## config.mk

```make
export PLATFORM = sky130hd
export DESIGN_NAME = pipeline_ctrl
export DESIGN_NICKNAME = d
export VERILOG_FILES = /design/src/rtl/pipeline_ctrl.sv
export SDC_FILE = /design/constraint.sdc
export NUM_CORES = 1
export LEC_CHECK = 0
export CAP_MARGIN = 20
export CORE_UTILIZATION = 38
export CTS_BUF_LIST = sky130_fd_sc_hd__clkbuf_2
export DETAILED_ROUTE_END_ITERATION = 8
export DONT_BUFFER_PORTS = 1
export HOLD_SLACK_MARGIN = 0.1
export PLACE_DENSITY = 0.61
export SYNTH_ARGS = -nofsm -noshare
export SYNTH_HDL_FRONTEND = slang
export SYNTH_SLANG_ARGS = --single-unit
```

## constraint.sdc

```tcl
create_clock -name clk_i -period 2.8 [get_ports clk_i]
set_clock_uncertainty 0.05 [all_clocks]
set_input_delay 0.84 -clock clk_i [delete_from_list [all_inputs] [get_ports clk_i]]
set_output_delay 0.84 -clock clk_i [all_outputs]
set_load 0.02 [all_outputs]
```

## src/rtl/pipeline_ctrl.sv

```systemverilog
`default_nettype none
// ============================================================================
// Module   : pipeline_ctrl
// Brief    : Hazard and pipeline controller for the in-order RV32I core.
//            Produces PC enable/load, per-register enable/flush, the redirect
//            target, a wrong-path fetch squash FSM and saturating counters.
// Revision : 1.0 - initial release
// ============================================================================
module pipeline_ctrl #(
  parameter int NUM_STAGES  = 5,
  parameter int XLEN        = 32,
  parameter int LU_BUBBLES  = 1,
  parameter int FLUSH_DEPTH = 2,
  parameter int PERF_W      = 32
) (
  input  logic                    clk_i,
  input  logic                    rst_ni,
  input  logic                    imem_resp_i,
  input  logic                    dmem_read_i,
  input  logic                    dmem_write_i,
  input  logic                    dmem_resp_i,
  input  logic [4:0]              rs1_id_i,
  input  logic [4:0]              rs2_id_i,
  input  logic                    rs1_used_i,
  input  logic                    rs2_used_i,
  input  logic                    ex_is_load_i,
  input  logic [4:0]              rd_ex_i,
  input  logic                    ex_redirect_i,
  input  logic [XLEN-1:0]         ex_target_i,
  input  logic                    cnt_clr_i,
  output logic                    pc_en_o,
  output logic                    pc_load_o,
  output logic [XLEN-1:0]         pc_target_o,
  output logic [NUM_STAGES-2:0]   preg_en_o,
  output logic [NUM_STAGES-2:0]   preg_flush_o,
  output logic [PERF_W-1:0]       stall_cycles_o,
  output logic [PERF_W-1:0]       redirect_count_o,
  output logic [PERF_W-1:0]       lu_count_o
);

  localparam int NR = NUM_STAGES - 1;

  // Register-index masks: IF/ID only, ID/EX only, all, and the redirect flush set
  localparam logic [NR-1:0] C_ALL        = {NR{1'b1}};
  localparam logic [NR-1:0] C_BIT0       = {{(NR-1){1'b0}}, 1'b1};
  localparam logic [NR-1:0] C_BIT1       = C_BIT0 << 1;
  localparam logic [NR-1:0] C_FLUSH_MASK = C_ALL >> (NR - FLUSH_DEPTH);
  localparam logic [2:0]    C_LU_INIT    = 3'(LU_BUBBLES - 1);

  typedef enum logic [0:0] {
    ST_RUN   = 1'b0,
    ST_DRAIN = 1'b1
  } state_e;

  state_e           state_q, state_d;
  logic [2:0]       lu_cnt_q, lu_cnt_d;
  logic             redir_inc_w, lu_inc_w;
  logic             dmem_ok_w, lu_hit_w;
  logic [2:0]       cnt_inc_w;
  logic [PERF_W-1:0] cnt_q [3];

  assign dmem_ok_w = dmem_resp_i | ~(dmem_read_i | dmem_write_i);

  // x0 is hard-wired zero, so a load targeting it never creates a dependency
  assign lu_hit_w = ex_is_load_i & (rd_ex_i != 5'd0) &
                    ((rs1_used_i & (rs1_id_i == rd_ex_i)) |
                     (rs2_used_i & (rs2_id_i == rd_ex_i)));

  assign pc_target_o = ex_target_i;

  // Prioritised control decode; all outputs forced low while reset is held
  always_comb begin
    pc_en_o      = 1'b0;
    pc_load_o    = 1'b0;
    preg_en_o    = '0;
    preg_flush_o = '0;
    state_d      = state_q;
    lu_cnt_d     = lu_cnt_q;
    redir_inc_w  = 1'b0;
    lu_inc_w     = 1'b0;

    if (!dmem_ok_w) begin
      // Memory stall: everything freezes, a pending redirect waits
    end else if (ex_redirect_i) begin
      pc_en_o      = 1'b1;
      pc_load_o    = 1'b1;
      preg_en_o    = C_ALL;
      preg_flush_o = C_FLUSH_MASK;
      lu_cnt_d     = 3'd0;
      redir_inc_w  = 1'b1;
      // A fetch still in flight belongs to the wrong path and must be dropped
      state_d      = imem_resp_i ? ST_RUN : ST_DRAIN;
    end else if (state_q == ST_DRAIN) begin
      preg_en_o    = C_ALL;
      preg_flush_o = C_BIT0;
      if (imem_resp_i) state_d = ST_RUN;
    end else if (lu_hit_w || (lu_cnt_q != 3'd0)) begin
      // Hold PC and IF/ID, inject a bubble into ID/EX
      preg_en_o    = C_ALL & ~C_BIT0;
      preg_flush_o = C_BIT1;
      if (lu_hit_w && (lu_cnt_q == 3'd0)) begin
        lu_cnt_d = C_LU_INIT;
        lu_inc_w = 1'b1;
      end else begin
        lu_cnt_d = lu_cnt_q - 3'd1;
      end
    end else if (imem_resp_i) begin
      pc_en_o   = 1'b1;
      preg_en_o = C_ALL;
    end else begin
      // I-cache miss: keep the pipe moving with a bubble behind the fetch
      preg_en_o    = C_ALL;
      preg_flush_o = C_BIT0;
    end

    if (!rst_ni) begin
      pc_en_o      = 1'b0;
      pc_load_o    = 1'b0;
      preg_en_o    = '0;
      preg_flush_o = '0;
    end
  end

  // FSM state and load-use bubble counter
  always_ff @(posedge clk_i or negedge rst_ni) begin
    if (!rst_ni) begin
      state_q  <= ST_RUN;
      lu_cnt_q <= 3'd0;
    end else begin
      state_q  <= state_d;
      lu_cnt_q <= lu_cnt_d;
    end
  end

  assign cnt_inc_w = {lu_inc_w, redir_inc_w, ~pc_en_o};

  // Saturating performance counters; clear beats increment
  always_ff @(posedge clk_i or negedge rst_ni) begin
    if (!rst_ni) begin
      for (int i = 0; i < 3; i++) cnt_q[i] <= '0;
    end else begin
      for (int i = 0; i < 3; i++) begin
        if (cnt_clr_i) begin
          cnt_q[i] <= '0;
        end else if (cnt_inc_w[i] && (cnt_q[i] != {PERF_W{1'b1}})) begin
          cnt_q[i] <= cnt_q[i] + 1'b1;
        end
      end
    end
  end

  assign stall_cycles_o   = cnt_q[0];
  assign redirect_count_o = cnt_q[1];
  assign lu_count_o       = cnt_q[2];

endmodule
`default_nettype wire

```

* After elaboration in Yosys (flattened, before gate mapping)
Cells that the tools add are included.
** Cells by class
- Reduce and logical (&&, ||, !) cells :: 13
- Add/sub/neg operators :: 4
- Equal/unequal tests :: 6
- Bitwise operators :: 9
- Muxes and demuxes :: 38
** Operator list (number)
- 2-to-1 mux 32 bit :: 6
- adder 32 x 1 -> 32 bit, second input constant :: 3
- inequality test 32 bit, second input constant :: 3
- 2-to-1 mux 1 bit :: 21
- 2-to-1 mux 3 bit :: 4
- 2-to-1 mux 4 bit :: 3
- == test 5 bit :: 2
- 2-to-1 mux 2 bit :: 4
- nonzero test 2 bit :: 4
- nonzero test 5 bit :: 1
- AND 1 bit :: 4
- logical AND 1 bit :: 4
- logical NOT 3 bit :: 1
- OR 1 bit :: 3
- AND reduction 3 bit :: 1
- nonzero test 3 bit :: 1
- subtractor 3 x 1 -> 3 bit, second input constant :: 1
- inequality test 2 bit, second input constant :: 1
- NOT 1 bit :: 2
- logical OR 1 bit :: 1
** Storage, ports and cells
- Input bits :: 58
- Register bits after elaboration :: 100
- Logic and storage cells :: 75
- Output and inout bits :: 138

* Longest topological paths before layout
Gate-level depths: netlist (run 1).
- Depth after elaboration :: 14
- Mapped depth :: 11
- Mapped depth without buffers :: 10

* Worst setup path after synthesis (run 1)
No wires, ideal clock.
- Path kind :: input -> output
- Start :: input port rd_ex_i[1]
- End :: output port pc_en_o
- Stages on the path :: 5
- Data required time :: 1.910 ns
- Arrival time :: 2.120 ns
- Path buffers :: 1
- Slack :: -0.210 ns
- Cell sequence :: or4_1 -> o21ai_2 -> a21oi_1 -> o22ai_4 -> buf_2
** On the way
- Word-level cells in the longest chain between the ends :: 10
- Elaborated cells between the ends (all ways) :: 14
- Classes of those cells :: eq/ne (2); mux (5); bitwise (5); reduce/logical (2)
** RTL lines
- start: declaration :: RTL line 27 : input logic [4:0] rd_ex_i,
- == test 5 bit, on equally long branches :: RTL line 66, 67
- AND 1 bit, on equally long branches :: RTL line 66, 67
- OR 1 bit :: RTL line 66 : ((rs1_used_i & (rs1_id_i == rd_ex_i)) |
- AND 1 bit * :: RTL line 65 : assign lu_hit_w = ex_is_load_i & (rd_ex_i != 5'd0) &
- logical OR 1 bit * :: RTL line 97 : end else if (lu_hit_w || (lu_cnt_q != 3'd0)) begin
- 2-to-1 mux 1 bit * :: RTL line 97
- 2-to-1 mux 1 bit * :: RTL line 93 : end else if (state_q == ST_DRAIN) begin
- 2-to-1 mux 1 bit * :: RTL line 84 : end else if (ex_redirect_i) begin
- 2-to-1 mux 1 bit * :: RTL line 82 : if (!dmem_ok_w) begin
- 2-to-1 mux 1 bit * :: RTL line 116 : if (!rst_ni) begin
- end: declaration :: RTL line 31 : output logic pc_en_o,
Every way passes the cells marked *; elsewhere a longest branch is shown, timed or not.

* Worst setup path after layout (run 1)
- Start :: input port rd_ex_i[3]
- End :: output port preg_flush_o[0]
** On the way
- Word-level cells in the longest chain between the ends :: 10
- Elaborated cells between the ends (all ways) :: 14
- Classes of those cells :: eq/ne (2); mux (5); bitwise (5); reduce/logical (2)
** RTL lines
- == test 5 bit, on equally long branches :: RTL line 66, 67
- AND 1 bit, on equally long branches :: RTL line 66, 67
- OR 1 bit :: RTL line 66
- AND 1 bit * :: RTL line 65
- logical OR 1 bit * :: RTL line 97
- 2-to-1 mux 2 bit * :: RTL line 97
- 2-to-1 mux 2 bit * :: RTL line 93
- 2-to-1 mux 2 bit * :: RTL line 84
- 2-to-1 mux 2 bit * :: RTL line 82
- 2-to-1 mux 4 bit * :: RTL line 116
- end: declaration :: RTL line 35 : output logic [NUM_STAGES-2:0] preg_flush_o,
Marked as above.

==> flow_metrics.tcl, run 1 <==
set metrics [dict create \
    place_hpwl_mm 9.48 \
    reg2reg_to "stall_cycles_o[23]" \
    worst-endpoint-arrival_ps 2030 \
    gp_congestion 0.806 \
    share_of_cells_above_drive_strength_1_pct 13.6 \
    grt_pass1_vias 4649 \
    ff2ff_path_depth 11 \
    postRouteAntennaNets 0 \
    ys_top_cells_by_area "dfrtp_1, xnor2_1, nor2_1, buf_4, nand3_1" \
    timing_worst_slew_pin_value_ps 514 \
    clk_latency_ps 580 \
    total_leakage_power_nw 2.35 \
    global_route.usage.total_pct 17.9 \
    synth_compound_gate_area_share_pct 5.79 \
    grt_setup_unrepaired "true" \
    yosysWarnings 0 \
    synth.area.mux_share_pct 0.608 \
    floorplan.die.height_um 125 \
    clock_tree.buffer_depth 2 \
    cap_viol_max_count 0 \
    start_util_pct 39.4 \
    max-slew-margin-rel_pct 65.4 \
    first_iter_violations 242 \
    worst_hold_check_path_type "input pin to async pin" \
    final-hold-violation-count 100 \
    share_of_the_cycle_needed_by_the_critical_path_after_routing_pct 104 \
    max_freq_mhz 343 \
    syn_to_final_growth_pct 6.16 \
    pin_count_of_the_biggest_net_entering_global_routing 103 \
    wl_per_cell_um 16.5 \
    cts_tree "built" \
    synth.yosys.seq_area_share_pct 43.4 \
    vdd.ir_drop.worst_mv 0.276 \
    worst_setup_path_end_kind "primary output" \
    antenna_violations_before_repair 0 \
    drv_slew 0 \
    syn-mean-instance-area_um2 8.99 \
    remaining_drc_errors 38 \
    slack_of_the_worst_reg_to_reg_path_ps 370 \
    routed_wl_mm 13.6 \
    die_width_um 125 \
    cts.reportedPaths.clkPinSlew_ps 260 \
    failed_checks "DRC, hold timing, setup timing" \
    io_pins 196 \
    synth-adder-area-share_pct 1.09 \
    setup_total_negative_slack_ps -293 \
    run_status "finished, violations left" \
    die_area_um2 15700 \
    row_count 44 \
    synthSimpleGateAreaFrac_pct 28.9 \
    yosys.cell_types.count 49 \
    drt_first_pass_iters 9 \
    clock_tree.htree_level_count 3 \
    hold_slack_ps -145 \
    cts_inserted_buffers 9 \
    synth_largest_area_cell "dfrtp_1" \
    synthesis.area_um2 5770 \
    synth_xor_area_share_pct 12.9 \
    vias_per_cell 5.53 \
    wire_length_of_the_first_global_routing_pass_mm 22.7 \
    setup.worst_path.class "input pin to primary output" \
    finalCriticalPeriod_ps 2920 \
    element_type_at_the_critical_path_start "input pin" \
    largest_family_of_logic_cells_by_synthesized_area "simple AND/OR/NAND/NOR gates" \
    detailroute.via_count 4555 \
    r2r_start "lu_cnt_q[0]" \
    syn-instance-count 641 \
    final_nets 697 \
    setup_viol_count_final 4 \
    synth_top_area_share_pct 43.4 \
    worstPathRequired_ps 1910 \
    cts_sinks 100 \
    critical_path.max_fanout 3 \
    worst_slack_ps -118 \
    place_area_um2 5920 \
    fp.coreArea_um2 14600 \
    io_buffer_count 0 \
    ys_seq_elements 100 \
    globalRouteOverflowTotal 0 \
    antenna_diode_instance_count 0 \
    power_per_cell_area_nw_per_um2 413 \
    design_area_um2 6120 \
    clock_tree_root_buffer_cell "clkbuf_2" \
]
cell usage in the layout, fill, tap and decap left out, drive strengths merged, types with 5 or more instances in the layout:
cell type | synthesis | final
clkbuf | 13 | 10
dfrtp | 100 | 100
xor2 | 20 | 20
or3 | 22 | 22
o21ai | 20 | 20
nor4 | 17 | 17
buf | 42 | 36
nand2 | 43 | 43
nor3 | 39 | 39
clkinv | 0 | 6
a21oi | 23 | 23
xnor2 | 65 | 65
nand4 | 21 | 21
and3 | 15 | 15
nor2 | 98 | 98
nand3 | 49 | 49
inv | 15 | 15
ha | 5 | 5
cells in the mapped netlist (all sizes together):
cell and n:
nand3b 1, mux2i 2, nand2b 2, nand3 49, nor4 17, nor4b 2
and3 15, nor3 39, nor2b 1, or3 22, o22ai 2, xor2 20
and4 3, clkbuf 13, dfrtp 100, o2bb2ai 2, o21ai 20, conb 1
nor2 98, xnor2 65, a21o 1, and2 3, a41o 1, ha 5
nand2 43, mux2 1, nand4 21, a21oi 23, o21bai 1, nand4b 1
buf 42, nor3b 2, or4 2, or2 3, a31oi 2, inv 15
a41oi 1
timing repair:
item,CTS,global route
buffers inserted,2,2
gates resized for setup,8,11
setup endpoints to repair,4,4
hold endpoints to repair,100,100
pin swaps,5,7
layer usage:
layer	vias to the layer above	global-route usage (%)	wire length, um
li1	2152	-	-
met2	143	29.6	6400
met5	-	0	0
met1	2219	21.5	5750
met3	41	4.79	1010
met4	0	9.25	394
per-stage QoR:
| stage | power, mW | cells | setup WS (ps) | utilization (%) |
|---|---|---|---|---|
| final | 2.53 | 823 | -118 | 41.8 |
| after CTS | 2.51 | 821 | -204 | 41.4 |
| after global routing | 2.66 | 823 | -181 | 41.8 |
| after floorplan | 1.85 | 642 | -149 | - |
| after detailed placement | 1.83 | 803 | -188 | 40.5 |
| after global placement | 1.81 | 803 | -177 | 40.5 |
worst max-delay path, cell delays in order:
cell and delay, ps:
or4_4 530, o21ai_4 140, nand2b_4 170, nand2_4 60, o21ai_2 100, and2_4 180
cells by family after synthesis:
group / Yosys count
and+or+nand+nor: 324
DFF: 100
xor gates and xnor gates: 85
buffers and inverters: 70
AOI/OAI and AO/OA: 53
adders and majority gates: 5
muxes: 3
other: 1
how the worst max path moves through the flow:
stage          cells past startpoint  slack, ps         endpoint   startpoint
2_1_floorplan                      5       -150          pc_en_o   rd_ex_i[3]
3_3_place_gp                       6       -180  preg_flush_o[0]   rd_ex_i[3]
3_5_place_dp                       6       -190  preg_flush_o[0]   rd_ex_i[3]
4_1_cts                            7       -200          pc_en_o  lu_cnt_q[1]
5_1_grt                            7       -180          pc_en_o  lu_cnt_q[1]
6_report                           6       -120  preg_flush_o[0]   rd_ex_i[3]
sequential cells by signal (all words and copies together), names as in the netlist:
| name | flops |
|---|---|
| lu_cnt_q | 3 |
| state_q | 1 |
| redirect_count_o | 32 |
| lu_count_o | 32 |
| stall_cycles_o | 32 |
cell type report:
cell class                      count  area (um2)
Clock inverter                      6        31.3
Clock buffer                       10        50.0
Tap cell                          184         230
Timing Repair Buffer               36         283
Multi-Input combinational cell    472        2970
Inverter                           15        56.3
Sequential cell                   100        2500
Fill cell                        1468        8520
where the power goes:
part	internal, mW	total (mW)	switching (mW)
clock network	0.112	0.583	0.471
logic	0.202	0.434	0.232
registers	1.48	1.51	0.0368
(Power assumes the default switching activity.)
==> inputs of run 2 (changes only) <==
--- a/config.mk
+++ b/config.mk
@@ -6,10 +6,12 @@
 export NUM_CORES = 1
 export LEC_CHECK = 0
 export CAP_MARGIN = 20
+export CORE_MARGIN = 5
 export CORE_UTILIZATION = 38
 export CTS_BUF_LIST = sky130_fd_sc_hd__clkbuf_2
 export DETAILED_ROUTE_END_ITERATION = 8
 export DONT_BUFFER_PORTS = 1
+export GPL_ROUTABILITY_DRIVEN = 0
 export HOLD_SLACK_MARGIN = 0.1
 export PLACE_DENSITY = 0.61
 export SYNTH_ARGS = -nofsm -noshare
==> flow_metrics.tcl, run 2 (synthesis results as in run 1) <==
set metrics [dict create \
    syn_to_final_growth_pct 6.10 \
    grt_setup_unrepaired "true" \
    power_mw 2.66 \
    remaining_drc_errors 0 \
    cp_num_buf_inv 0 \
    worst-endpoint-arrival_ps 2090 \
    place_hpwl_mm 10.1 \
    setup.worst_path.class "input pin to primary output" \
    hold_slack_ps -145 \
    routed_wl_mm 13.9 \
    globalRouteOverflowTotal 0 \
    dpl_worst_slack_ps -192 \
    critPathLaunch "rd_ex_i[1]" \
    vias_per_cell 5.56 \
    total_leakage_power_nw 2.34 \
    vdd.ir_drop.worst_mv 0.182 \
    grt_pass1_vias 4439 \
    worst_setup_path_end_kind "primary output" \
    cap_viol_max_count 0 \
    clk_latency_ps 580 \
    share_of_the_cycle_needed_by_the_critical_path_after_routing_pct 106 \
    worst_slack_ps -180 \
    cts_sinks 100 \
    start_util_pct 38.4 \
    cpPeakStageDelay_ps 530 \
    r2r_start "redirect_count_o[3]" \
    fp.coreArea_um2 15000 \
    wl_per_cell_um 16.9 \
    worstPathRequired_ps 1910 \
    most_common_library_cell_in_the_layout_ignoring_fill_and_taps "dfrtp_1" \
    finalCriticalPeriod_ps 2980 \
    most-common-layout-cells "dfrtp_1, nor2_1, xnor2_1" \
    run_status "finished, violations left" \
    clock_tree.buffer_depth 2 \
    setup_total_negative_slack_ps -507 \
    pin_count_of_the_biggest_net_entering_global_routing 103 \
    timing_worst_slew_pin_value_ps 541 \
    cells_along_the_critical_path "or4_4 -> o21ai_4 -> nand2b_4 -> nand2_4 -> o21ai_2 -> and2_4" \
    antenna_violations_before_repair 1 \
    global_route.usage.total_pct 15.5 \
    final_nets 694 \
    drv_slew 0 \
    critical-path-top-delay-family "simple AND/OR/NAND/NOR gates" \
    io_buffer_count 0 \
    critical_path.max_fanout 3 \
    die_area_um2 17700 \
    final-hold-violation-count 100 \
    cts_inserted_buffers 9 \
    failed_checks "hold timing, setup timing" \
    slack_of_the_worst_reg_to_reg_path_ps 360 \
    floorplan.die.height_um 133 \
    clock_tree.htree_level_count 3 \
    wire_length_of_the_first_global_routing_pass_mm 22.8 \
    cts_tree "built" \
    clock_tree_root_buffer_cell "clkbuf_2" \
    worst_hold_check_path_type "input pin to async pin" \
    first_iter_violations 189 \
    die_width_um 133 \
    max-slew-margin-rel_pct 63.8 \
    critical-path-slowest-cell "or4_4" \
    reg2reg_to "redirect_count_o[28]" \
    element_type_at_the_critical_path_start "input pin" \
    postRouteAntennaNets 0 \
    share_of_cells_above_drive_strength_1_pct 13.1 \
    io_pins 196 \
    detailroute.via_count 4568 \
    row_count 45 \
    drt_first_pass_iters 4 \
    power_per_cell_area_nw_per_um2 435 \
    setup_viol_count_final 4 \
    cts.reportedPaths.clkPinSlew_ps 260 \
    max_freq_mhz 336 \
    ff2ff_path_depth 6 \
]
run 2: where the power goes:
part / internal (mW) / switching, mW
Sequential: 1.48 / 0.0305
Clock: 0.283 / 0.464
Combinational: 0.184 / 0.224
Total: 1.94 / 0.718
run 2: area by class of cell:
| class | instances | area (um2) |
|---|---|---|
| Clock buffer | 10 | 50.0 |
| Sequential cell | 100 | 2500 |
| Timing Repair Buffer | 33 | 260 |
| Multi-Input combinational cell | 472 | 2950 |
| Inverter | 15 | 56.3 |
| Tap cell | 188 | 235 |
| Fill cell | 1507 | 8920 |
| Clock inverter | 3 | 65.1 |
| Antenna cell | 1 | 2.50 |
run 2: per-stage QoR:
| step | utilization [%] | cells | area [um2] | hold WS, ps |
|---|---|---|---|---|
| CTS | 40.5 | 821 | 6090 | -225 |
| finish | 40.7 | 822 | 6120 | -145 |
| floorplan | - | 642 | 5810 | 406 |
| detailed placement | 39.4 | 806 | 5920 | 424 |
| global route | 40.7 | 822 | 6120 | -244 |
| global placement | 39.4 | 806 | 5920 | 424 |
run 2: worst max path at each step:
stage | cells after the start | to | slack (ps)
2_1_floorplan | 5 | pc_en_o | -150
3_3_place_gp | 6 | preg_flush_o[0] | -180
3_5_place_dp | 6 | preg_flush_o[0] | -190
4_1_cts | 7 | pc_en_o | -230
5_1_grt | 6 | preg_flush_o[0] | -230
6_report | 6 | preg_flush_o[0] | -180
run 2: metal layers:
metal  GRT usage, %  up-vias  share of wire [%]
li1               -     2153                  -
met1           18.9     2222                 42
met2           25.8      157                 48
met3           4.27       36                7.8
met4           6.51        0                2.4
met5              0        -                  0
run 2: worst register-to-register path, cell delays in order (launching register included):
cell and delay (ps):
dfrtp_1 600, nand3_1 190, or3_1 410, nor3_1 380, nand3_1 260, or3_1 360, a21oi_1 140
run 2: repair_timing:
action | CTS | global route
hold endpoints to repair | 100 | 100
pin swaps | 7 | 5
setup buffers | 2 | 0
gates resized for setup | 8 | 8
endpoints found under the setup margin | 4 | 4
==> inputs of run 3 (changes only) <==
--- a/config.mk
+++ b/config.mk
@@ -5,7 +5,7 @@
 export SDC_FILE = /design/constraint.sdc
 export NUM_CORES = 1
 export LEC_CHECK = 0
-export CAP_MARGIN = 20
+export CAP_MARGIN = 5
 export CORE_MARGIN = 5
 export CORE_UTILIZATION = 38
 export CTS_BUF_LIST = sky130_fd_sc_hd__clkbuf_2
@@ -13,7 +13,7 @@
 export DONT_BUFFER_PORTS = 1
 export GPL_ROUTABILITY_DRIVEN = 0
 export HOLD_SLACK_MARGIN = 0.1
-export PLACE_DENSITY = 0.61
+export PLACE_DENSITY = 0.59
 export SYNTH_ARGS = -nofsm -noshare
 export SYNTH_HDL_FRONTEND = slang
 export SYNTH_SLANG_ARGS = --single-unit
==> constraint.sdc (replaced) <==
create_clock -name clk_i -period 3.7 [get_ports clk_i]
set_clock_uncertainty 0.05 [all_clocks]
set_input_delay 1.11 -clock clk_i [delete_from_list [all_inputs] [get_ports clk_i]]
set_output_delay 1.11 -clock clk_i [all_outputs]
set_load 0.02 [all_outputs]
==> flow_metrics.tcl, run 3 (synthesis results as in run 1) <==
set metrics [dict create \
    run_status "finished clean" \
    max_freq_mhz 280 \
    clk_latency_ps 600 \
    drv_slew 0 \
    io_buffer_count 0 \
    die_width_um 133 \
    finalCriticalPeriod_ps 3570 \
    worst_hold_check_path_type "input pin to async pin" \
    cp_num_buf_inv 0 \
    cells_along_the_critical_path "or4_1 -> o21ai_2 -> nand2b_1 -> nand2_1 -> o21ai_0 -> and2_1" \
    start_util_pct 38.4 \
    global_route.usage.total_pct 15.6 \
    routed_wl_mm 13.9 \
    timing_worst_slew_pin_value_ps 571 \
    syn_to_final_growth_pct 1.52 \
    clock_tree.htree_level_count 3 \
    fp.coreArea_um2 15000 \
    antenna_violations_before_repair 1 \
    setup_viol_count_final 0 \
    place_hpwl_mm 9.82 \
    vdd.ir_drop.worst_mv 0.132 \
    area.sequential_um2 2500 \
    critical-path-slowest-cell "or4_1" \
    row_count 45 \
    die_area_um2 17700 \
    grt_pass1_vias 4378 \
    ff2ff_path_depth 8 \
    worst_slack_ps 125 \
    power_mw 1.89 \
    wire_length_of_the_first_global_routing_pass_mm 22.7 \
    postRouteAntennaNets 0 \
    first_iter_violations 244 \
    share_of_the_cycle_needed_by_the_critical_path_after_routing_pct 96.6 \
    fillers 1512 \
    element_type_at_the_critical_path_start "input pin" \
    vias_per_cell 5.52 \
    worst_setup_path_end_kind "primary output" \
    path_depth 6 \
    remaining_drc_errors 0 \
    cts_inserted_buffers 9 \
    globalRouteOverflowTotal 0 \
    place_area_um2 5710 \
    cap_viol_max_count 0 \
    worstPathRequired_ps 2540 \
    setup.worst_path.class "input pin to primary output" \
    detailroute.via_count 4431 \
    cpPeakStageDelay_ps 540 \
    critical_path.max_fanout 3 \
    floorplan.die.height_um 133 \
    cts_tree "built" \
    cts.reportedPaths.clkPinSlew_ps 280 \
    most_common_library_cell_in_the_layout_ignoring_fill_and_taps "dfrtp_1" \
    hold_slack_ps 291 \
    final-hold-violation-count 0 \
    most-common-layout-cells "dfrtp_1, nor2_1, xnor2_1" \
    clock_tree.buffer_depth 2 \
    cts_sinks 100 \
    multi_input_comb_area_um2 2850 \
    final_nets 671 \
    io_pins 196 \
    clock_tree_root_buffer_cell "clkbuf_2" \
    design_area_um2 5850 \
    pin_count_of_the_biggest_net_entering_global_routing 101 \
    drt_first_pass_iters 5 \
    setup_total_negative_slack_ps 0 \
    critPathLaunch "rd_ex_i[1]" \
    dpl_worst_slack_ps 116 \
    worst-endpoint-arrival_ps 2410 \
    critical-path-top-delay-family "simple AND/OR/NAND/NOR gates" \
    share_of_cells_above_drive_strength_1_pct 7.34 \
    grt_setup_unrepaired "false" \
    cts_setup_buffers 0 \
    power_per_cell_area_nw_per_um2 323 \
    max-slew-margin-rel_pct 61.6 \
    wl_per_cell_um 17.3 \
    r2r_start "stall_cycles_o[0]" \
    total_leakage_power_nw 2.20 \
]
## run 3: where the power goes
part	switching (mW)	internal (mW)
sequential	0.0291	1.12
combinational	0.136	0.0802
clock	0.376	0.152
## run 3: cell type report
cell class | instances | area share, %
Antenna cell | 1 | 0.0428
Sequential cell | 100 | 42.8
Clock buffer | 9 | 0.770
Clock inverter | 7 | 1.15
Tap cell | 188 | 4.02
Inverter | 15 | 0.962
Multi-Input combinational cell | 472 | 48.7
Timing Repair Buffer | 10 | 1.62
## run 3: worst paths after layout
check	to	slack, ps
setup / recovery	preg_flush_o[0]	130
min in group clk_i	lu_cnt_q[1]	480
max in group asynchronous	redirect_count_o[23]	2800
hold reg to reg	lu_cnt_q[1]	480
hold / removal	redirect_count_o[4]	290
setup reg to reg	stall_cycles_o[23]	920
## run 3: per-stage QoR
stage	std cells	util (%)
finish	802	38.9
global route	802	38.9
CTS	801	38.9
detailed placement	784	38.0
global placement	784	38.0
floorplan	642	-
## run 3: per-layer routing
layer / global-route usage [%] / up-vias / part of all wire (%) / wire length, um
met2: 25.2 / 175 / 47 / 6530
met4: 6.97 / 0 / 2.5 / 345
li1: - / 2106 / - / -
met3: 5.10 / 28 / 8.6 / 1190
met5: 0 / - / 0 / 0
met1: 19.1 / 2122 / 42 / 5790
## run 3: what timing repair did
action / CTS / global route
endpoints found under the hold margin: 100 / 0
hold buffers: 1 / 0
resized for setup: 0 / 0
